File: src/rtl/reg_bus_target_pkg.sv
// Shared types and helpers for the register-bus target.
// be_merge is sized for the 32-bit reg bus; narrower buses cast in and out.
package reg_bus_target_pkg;

  typedef enum logic [1:0] {
    IDLE,
    WAIT,
    ACK_HOLD
  } state_e;

  localparam int WCNT_W  = 4;
  localparam int REG_DW  = 32;
  localparam int REG_BEW = REG_DW / 8;

  function automatic logic [REG_DW-1:0] be_merge(
    input logic [REG_DW-1:0]  old_dat,
    input logic [REG_DW-1:0]  new_dat,
    input logic [REG_BEW-1:0] be
  );
    logic [REG_DW-1:0] res;
    res = old_dat;
    for (int i = 0; i < REG_BEW; i++) begin
      if (be[i]) res[8*i +: 8] = new_dat[8*i +: 8];
    end
    return res;
  endfunction

endpackage

File: src/rtl/reg_bus_target_if.sv
// Reg-bus handshake as seen between the CDC bridge (master) and a target (slave).
// cs is held by the master until it sees ack; ack/err are single-cycle pulses.
interface reg_bus_target_if #(
  parameter int AW  = 26,
  parameter int DW  = 32,
  parameter int BEW = 4
);
  logic           reg_cs;
  logic [AW-1:0]  reg_addr;
  logic [DW-1:0]  reg_wdata;
  logic           reg_wr;
  logic [BEW-1:0] reg_be;
  logic [DW-1:0]  reg_rdata;
  logic           reg_ack;
  logic           reg_err;

  modport master (
    output reg_cs, reg_addr, reg_wdata, reg_wr, reg_be,
    input  reg_rdata, reg_ack, reg_err
  );

  modport slave (
    input  reg_cs, reg_addr, reg_wdata, reg_wr, reg_be,
    output reg_rdata, reg_ack, reg_err
  );
endinterface

File: src/rtl/reg_bus_target.sv
// Reg-bus target: NREG-1 byte-writable config registers plus a read-only status word at index NREG-1.
// Acks WAIT_CYC cycles after cs is first sampled; then parks in ACK_HOLD until cs drops.
module reg_bus_target
  import reg_bus_target_pkg::*;
#(
  parameter int AW       = 26,
  parameter int DW       = 32,
  parameter int BEW      = 4,
  parameter int NREG     = 8,
  parameter int WAIT_CYC = 0
) (
  input  logic               clk,
  input  logic               reset,
  reg_bus_target_if.slave    bus,
  input  logic [DW-1:0]      hw_status,
  output logic [NREG*DW-1:0] cfg_regs
);

  localparam int IDXW = $clog2(NREG);
  localparam int STS  = NREG - 1;

  state_e            state_q;
  logic [WCNT_W-1:0] cnt_q;
  logic              ack_q;
  logic              err_q;
  logic [DW-1:0]     rdata_q;

  logic [DW-1:0]     bank [NREG];
  logic [IDXW-1:0]   idx;
  logic [BEW-1:0]    be;
  logic              oor;
  logic              complete;
  logic              wr_en;
  logic [DW-1:0]     rd_val;
  logic              unused_addr_lsb;

  assign idx             = bus.reg_addr[IDXW+1:2];
  assign be              = bus.reg_be;
  assign oor             = |bus.reg_addr[AW-1:IDXW+2];
  assign unused_addr_lsb = ^bus.reg_addr[1:0];

  // Complete fires straight from IDLE when there are no wait states.
  assign complete = bus.reg_cs &&
                    (((state_q == IDLE) && (WAIT_CYC == 0)) ||
                     ((state_q == WAIT) && (cnt_q == '0)));
  assign wr_en    = complete && bus.reg_wr && !oor && (idx != IDXW'(STS));

  always_comb begin
    rd_val = bank[idx];
    if (oor) begin
      rd_val = '0;
    end else if (idx == IDXW'(STS)) begin
      rd_val = hw_status;
    end
  end

  for (genvar i = 0; i < NREG; i++) begin : g_reg
    if (i == STS) begin : g_sts
      assign bank[i] = '0;
    end else begin : g_cfg
      logic [DW-1:0] cfg_q;
      logic [DW-1:0] cfg_d;

      assign cfg_d = (wr_en && (idx == IDXW'(i)))
                     ? DW'(be_merge(REG_DW'(cfg_q), REG_DW'(bus.reg_wdata), REG_BEW'(be)))
                     : cfg_q;

      always_ff @(posedge clk) begin
        if (reset) cfg_q <= '0;
        else       cfg_q <= cfg_d;
      end

      assign bank[i] = cfg_q;
    end
    assign cfg_regs[i*DW +: DW] = bank[i];
  end

  always_ff @(posedge clk) begin
    if (reset) begin
      state_q <= IDLE;
      cnt_q   <= '0;
      ack_q   <= 1'b0;
      err_q   <= 1'b0;
      rdata_q <= '0;
    end else begin
      ack_q <= 1'b0;
      err_q <= 1'b0;
      if (complete) begin
        ack_q <= 1'b1;
        err_q <= oor;
        if (!bus.reg_wr) rdata_q <= rd_val;
      end
      case (state_q)
        IDLE: begin
          if (bus.reg_cs) begin
            if (WAIT_CYC == 0) begin
              state_q <= ACK_HOLD;
            end else begin
              cnt_q   <= WCNT_W'(WAIT_CYC - 1);
              state_q <= WAIT;
            end
          end
        end
        WAIT: begin
          if (!bus.reg_cs)          state_q <= IDLE;
          else if (cnt_q == '0)     state_q <= ACK_HOLD;
          else                      cnt_q   <= cnt_q - 1'b1;
        end
        ACK_HOLD: begin
          // No new access may start on the cycle cs is seen low.
          if (!bus.reg_cs) state_q <= IDLE;
        end
        default: state_q <= IDLE;
      endcase
    end
  end

  assign bus.reg_rdata = rdata_q;
  assign bus.reg_ack   = ack_q;
  assign bus.reg_err   = err_q;

endmodule

File: src/flat_wrapper.sv
// flat-port wrapper written by rule: the top's interface ports become plain ports
module reg_bus_target_flat import reg_bus_target_pkg::*;
#(
  parameter int AW       = 26,
  parameter int DW       = 32,
  parameter int BEW      = 4,
  parameter int NREG     = 8,
  parameter int WAIT_CYC = 0
)
  (clk, reset, hw_status, cfg_regs, bus_reg_cs, bus_reg_addr, bus_reg_wdata, bus_reg_wr, bus_reg_be, bus_reg_rdata, bus_reg_ack, bus_reg_err);
  reg_bus_target_if #(.AW(AW), .DW(DW), .BEW(BEW)) bus_i ();
  input  logic clk;
  input  logic reset;
  input  logic [DW-1:0] hw_status;
  output logic [NREG*DW-1:0] cfg_regs;
  input wire logic [$bits(bus_i.reg_cs)-1:0] bus_reg_cs;
  input wire logic [$bits(bus_i.reg_addr)-1:0] bus_reg_addr;
  input wire logic [$bits(bus_i.reg_wdata)-1:0] bus_reg_wdata;
  input wire logic [$bits(bus_i.reg_wr)-1:0] bus_reg_wr;
  input wire logic [$bits(bus_i.reg_be)-1:0] bus_reg_be;
  output wire logic [$bits(bus_i.reg_rdata)-1:0] bus_reg_rdata;
  output wire logic [$bits(bus_i.reg_ack)-1:0] bus_reg_ack;
  output wire logic [$bits(bus_i.reg_err)-1:0] bus_reg_err;
  assign bus_i.reg_cs = bus_reg_cs;
  assign bus_i.reg_addr = bus_reg_addr;
  assign bus_i.reg_wdata = bus_reg_wdata;
  assign bus_i.reg_wr = bus_reg_wr;
  assign bus_i.reg_be = bus_reg_be;
  assign bus_reg_rdata = bus_i.reg_rdata;
  assign bus_reg_ack = bus_i.reg_ack;
  assign bus_reg_err = bus_i.reg_err;
  reg_bus_target #(.AW(AW), .DW(DW), .BEW(BEW), .NREG(NREG), .WAIT_CYC(WAIT_CYC)) u_core (.clk(clk), .reset(reset), .bus(bus_i), .hw_status(hw_status), .cfg_regs(cfg_regs));
endmodule
File: config.mk
export PLATFORM = sky130hd
export DESIGN_NAME = reg_bus_target_flat
export DESIGN_NICKNAME = d
export VERILOG_FILES = /design/src/rtl/reg_bus_target_pkg.sv /design/src/rtl/reg_bus_target_if.sv /design/src/rtl/reg_bus_target.sv /design/src/flat_wrapper.sv
export SDC_FILE = /design/constraint.sdc
export NUM_CORES = 1
export LEC_CHECK = 0
export CORE_ASPECT_RATIO = 0.75
export CORE_UTILIZATION = 43
export CTS_CLUSTER_SIZE = 10
export DETAILED_ROUTE_END_ITERATION = 6
export GPL_ROUTABILITY_DRIVEN = 0
export PLACE_DENSITY = 0.89
export RECOVER_POWER = 50
export SLEW_MARGIN = 10
export SYNTH_ARGS = -nofsm -noshare
export SYNTH_HDL_FRONTEND = slang
export SYNTH_SLANG_ARGS = --single-unit
File: constraint.sdc
create_clock -name clk -period 2.45 [get_ports clk]
set_clock_uncertainty 0.1 [all_clocks]
set_input_delay 0.735 -clock clk [delete_from_list [all_inputs] [get_ports clk]]
set_output_delay 0.735 -clock clk [all_outputs]
set_load 0.1 [all_outputs]
==> metrics <==
run status=finished, final reports clean; register area share after synthesis=41.4%; Filler Cell Count=2404; Synth area leaders=dfxtp_1 (41%), mux2i_1 (21%), nand2b_1 (13%); DRT Pass-1 Iters=4; depth of the CTS H-tree=1; Synth cell types=38; P_leak=7.96 nW; starting density of the core=44.2%; met2 Use GR=40.8%; largest family of logic cells by synthesized area=multiplexers; Rel. slew slack=61.1%; post-synthesis mux area share=31.7%; row count=53; RSZ-0062 raised after global routing=false; pre-CTS setup slack=-0.586 ns; Net Sw Power=2.26 mW; core area=28300 sq um; Finished Cell Area=16600 sq um; met3 usage=5.66%; Die ar.=29800 sq um; Root Buffer=clkbuf_16; Hold Crit Class=reg -> reg; final worst slack=0.0536 ns; cell with the most instances after synthesis=dfxtp_1; CTS Buffer Depth=3; Synth Area in Compound Gates=1.53%; vias in the first global route=9928; grt ovf=0; Hold Fails Final Rpt=0; FMAX=417 MHz; post-synthesis register bit count=259; Switching Fraction=24.7%; CP Capture Type=flip-flop; CTS tree=yes; Clock power frac=43.2%; xor/xnor share of the synthesized area=0.0700%; period utilization=97.8%; Avg WL per Cell=20.5 microns; grt met1 use=32.1%; Syn Inst Count=1074; pwr dens=553 nW/um^2; top_reg_cell synth=dfxtp_1; Final Routed Wirelength=38.0 mm; fin cells=1856; Final Util=58.5%; Post-DP Area=16300 sq um; CP Launch Type=input port; gr usage total=24.9%; P&R area growth vs syn=32.4%; Antenna Nets Post-Route=0; largest area contributor in the netlist=dfxtp_1; post-DP HPWL=26.9 mm; chip height=150 microns; Seq pwr share=46.1%; internal power=6.91 mW; drt drc=0; largest net degree at the start of global routing=99; max_cap viols=0; die width=199 microns; Hold Buf Count CTS=0; Sink Count=259; CP max FO=8; Post-synth EDFFs=0; FFs w/ async S/R, synth=0%; clock transition at the registers of the reported paths=0.06 ns; Most Crowded Layer GR=met2; Post-synth top cells=dfxtp_1 (259), nand2b_1 (258), mux2i_1 (257); CP Class=in -> reg; top-area cell type share of the netlist area=41.4%; Nets=1561; Worst Tran Pin Value=0.586 ns; Via density=5.25; placed instance count=1810; total CTS buffers=30; Adder-Cell Fraction of Synth Area=0.100%; hold slack=0.350 ns; VDD IR max=0.496 mV; clock latency on the worst-skew pair=0.55 ns; via count=9743; Tmin final=2.40 ns; Synth Area in Simple Gates=20.6%; Yosys warning count=0; syn avg cell area=11.7 sq um; reg-to-reg slack, setup=0.37 ns; initial antenna violation count=3; mapped cell area=12500 sq um; Arrival @ worst endpoint=2.71 ns; Combinational Power Share=10.7%; drt initial violations=418; IO Count=388; layout cells sized above 1=32.3%; # setup viols final=0; first-pass GRT wire length=56.7 mm; # port buffers=353; Slew Viols, Final=0; Worst Path Required=2.76 ns
## through the flow
step | setup TNS, ns | total power, mW
2_1_floorplan | -14.54 | 4.99
3_3_place_gp | -120.32 | 5.29
3_5_place_dp | -125.80 | 5.30
4_1_cts | 0 | 9.25
5_1_grt | 0 | 9.47
6_report | 0 | 9.17
## flip-flops by register name (all words and copies together), names as in the netlist
name	flops
u_core.bus.reg_ack	1
u_core.state_q	1
u_core.bus.reg_err	1
u_core.bus.reg_rdata	32
u_core.g.g_cfg.cfg_q	224
## layout by cell type (no fill, tap or decap), types with 2 or more instances in the layout
cell / n
mux2i_1: 255
mux4_2: 62
mux2i_2: 2
nor3_1: 2
dfxtp_1: 259
nor2b_1: 3
dlygate4sd2_1: 3
nor3b_4: 2
dlymetal6s2s_1: 4
nand4b_1: 6
nand2b_1: 258
clkbuf_1: 2
nor3b_1: 2
clkbuf_2: 254
buf_4: 54
clkbuf_16: 31
nand2_1: 33
clkbuf_8: 3
conb_1: 32
and3_1: 2
nand3_4: 10
clkdlybuf4s50_1: 84
or4_4: 2
inv_1: 3
nand4_4: 14
o21ai_0: 31
nor4_4: 7
buf_12: 26
nor2_1: 5
diode_2: 4
## kinds of logic (layout without fill, tap and decap cells)
kind of cell,count (synthesis),after routing
flops,259,259
mux,319,319
xor+xnor,1,1
fa+ha+maj,1,1
simple gates,353,353
other cells,1,36
buf+inv,104,466
compound gates,36,36
## power by group through the flow
| stage | clock [mW] | combinational [mW] | sequential [mW] |
|---|---|---|---|
| finish | 3.96 | 0.983 | 4.23 |
| global route | 4.21 | 1.03 | 4.23 |
| CTS | 4.03 | 0.986 | 4.23 |
| detailed placement | 0 | 0.979 | 4.32 |
| global placement | 0 | 0.966 | 4.32 |
| floorplan | 0 | 0.627 | 4.36 |
## area by class of cell
cell class / instances / area, sq um / share of cell area [%]
multi-input cells: 742 / 6930 / 41.8
well taps: 385 / 482 / 2.91
inverters: 3 / 11.3 / 0.0679
repair buffers: 426 / 3130 / 18.9
clock buffers: 36 / 825 / 4.98
diodes: 4 / 10.0 / 0.0604
clock inverters: 1 / 5.00 / 0.0302
flip-flops and latches: 259 / 5180 / 31.3
## final timing paths
kind	start	endpoint	cells past startpoint
setup / recovery	bus_reg_addr[20]	u_core.g_reg[5].g_cfg.cfg_q[10]$_SDFFE_PP0P_	7
hold / removal	u_core.bus.reg_rdata[4]$_SDFFE_PP0P_	u_core.bus.reg_rdata[4]$_SDFFE_PP0P_	2
setup reg to reg	u_core.state_q[1]$_SDFFE_PP0P_	u_core.g_reg[6].g_cfg.cfg_q[24]$_SDFFE_PP0P_	7
hold reg to reg	u_core.bus.reg_rdata[4]$_SDFFE_PP0P_	u_core.bus.reg_rdata[4]$_SDFFE_PP0P_	2
## routing by layer
metal  part of all wire (%)  vias to the layer above  wire length, microns
met1                     43                     4784                 16100
met4                    2.4                        0                   914
met2                     48                      381                 18100
met3                    7.3                       66                  2770
met5                      0                        -                     0
li1                       -                     4512                     -
## worst max-delay path: stages
cell and delay, ns:
clkdlybuf4s50_1 0.42, or3_4 0.42, buf_12 0.17, nor4_4 0.31
buf_4 0.19, nand4_4 0.25, mux2i_1 0.20
## timing repair
item | in CTS | in global routing
setup endpoints to repair | 28 | 32
gates resized for setup | 8 | 7
setup buffers | 2 | 3
pin swaps | 7 | 4
(Power assumes the default switching activity.)
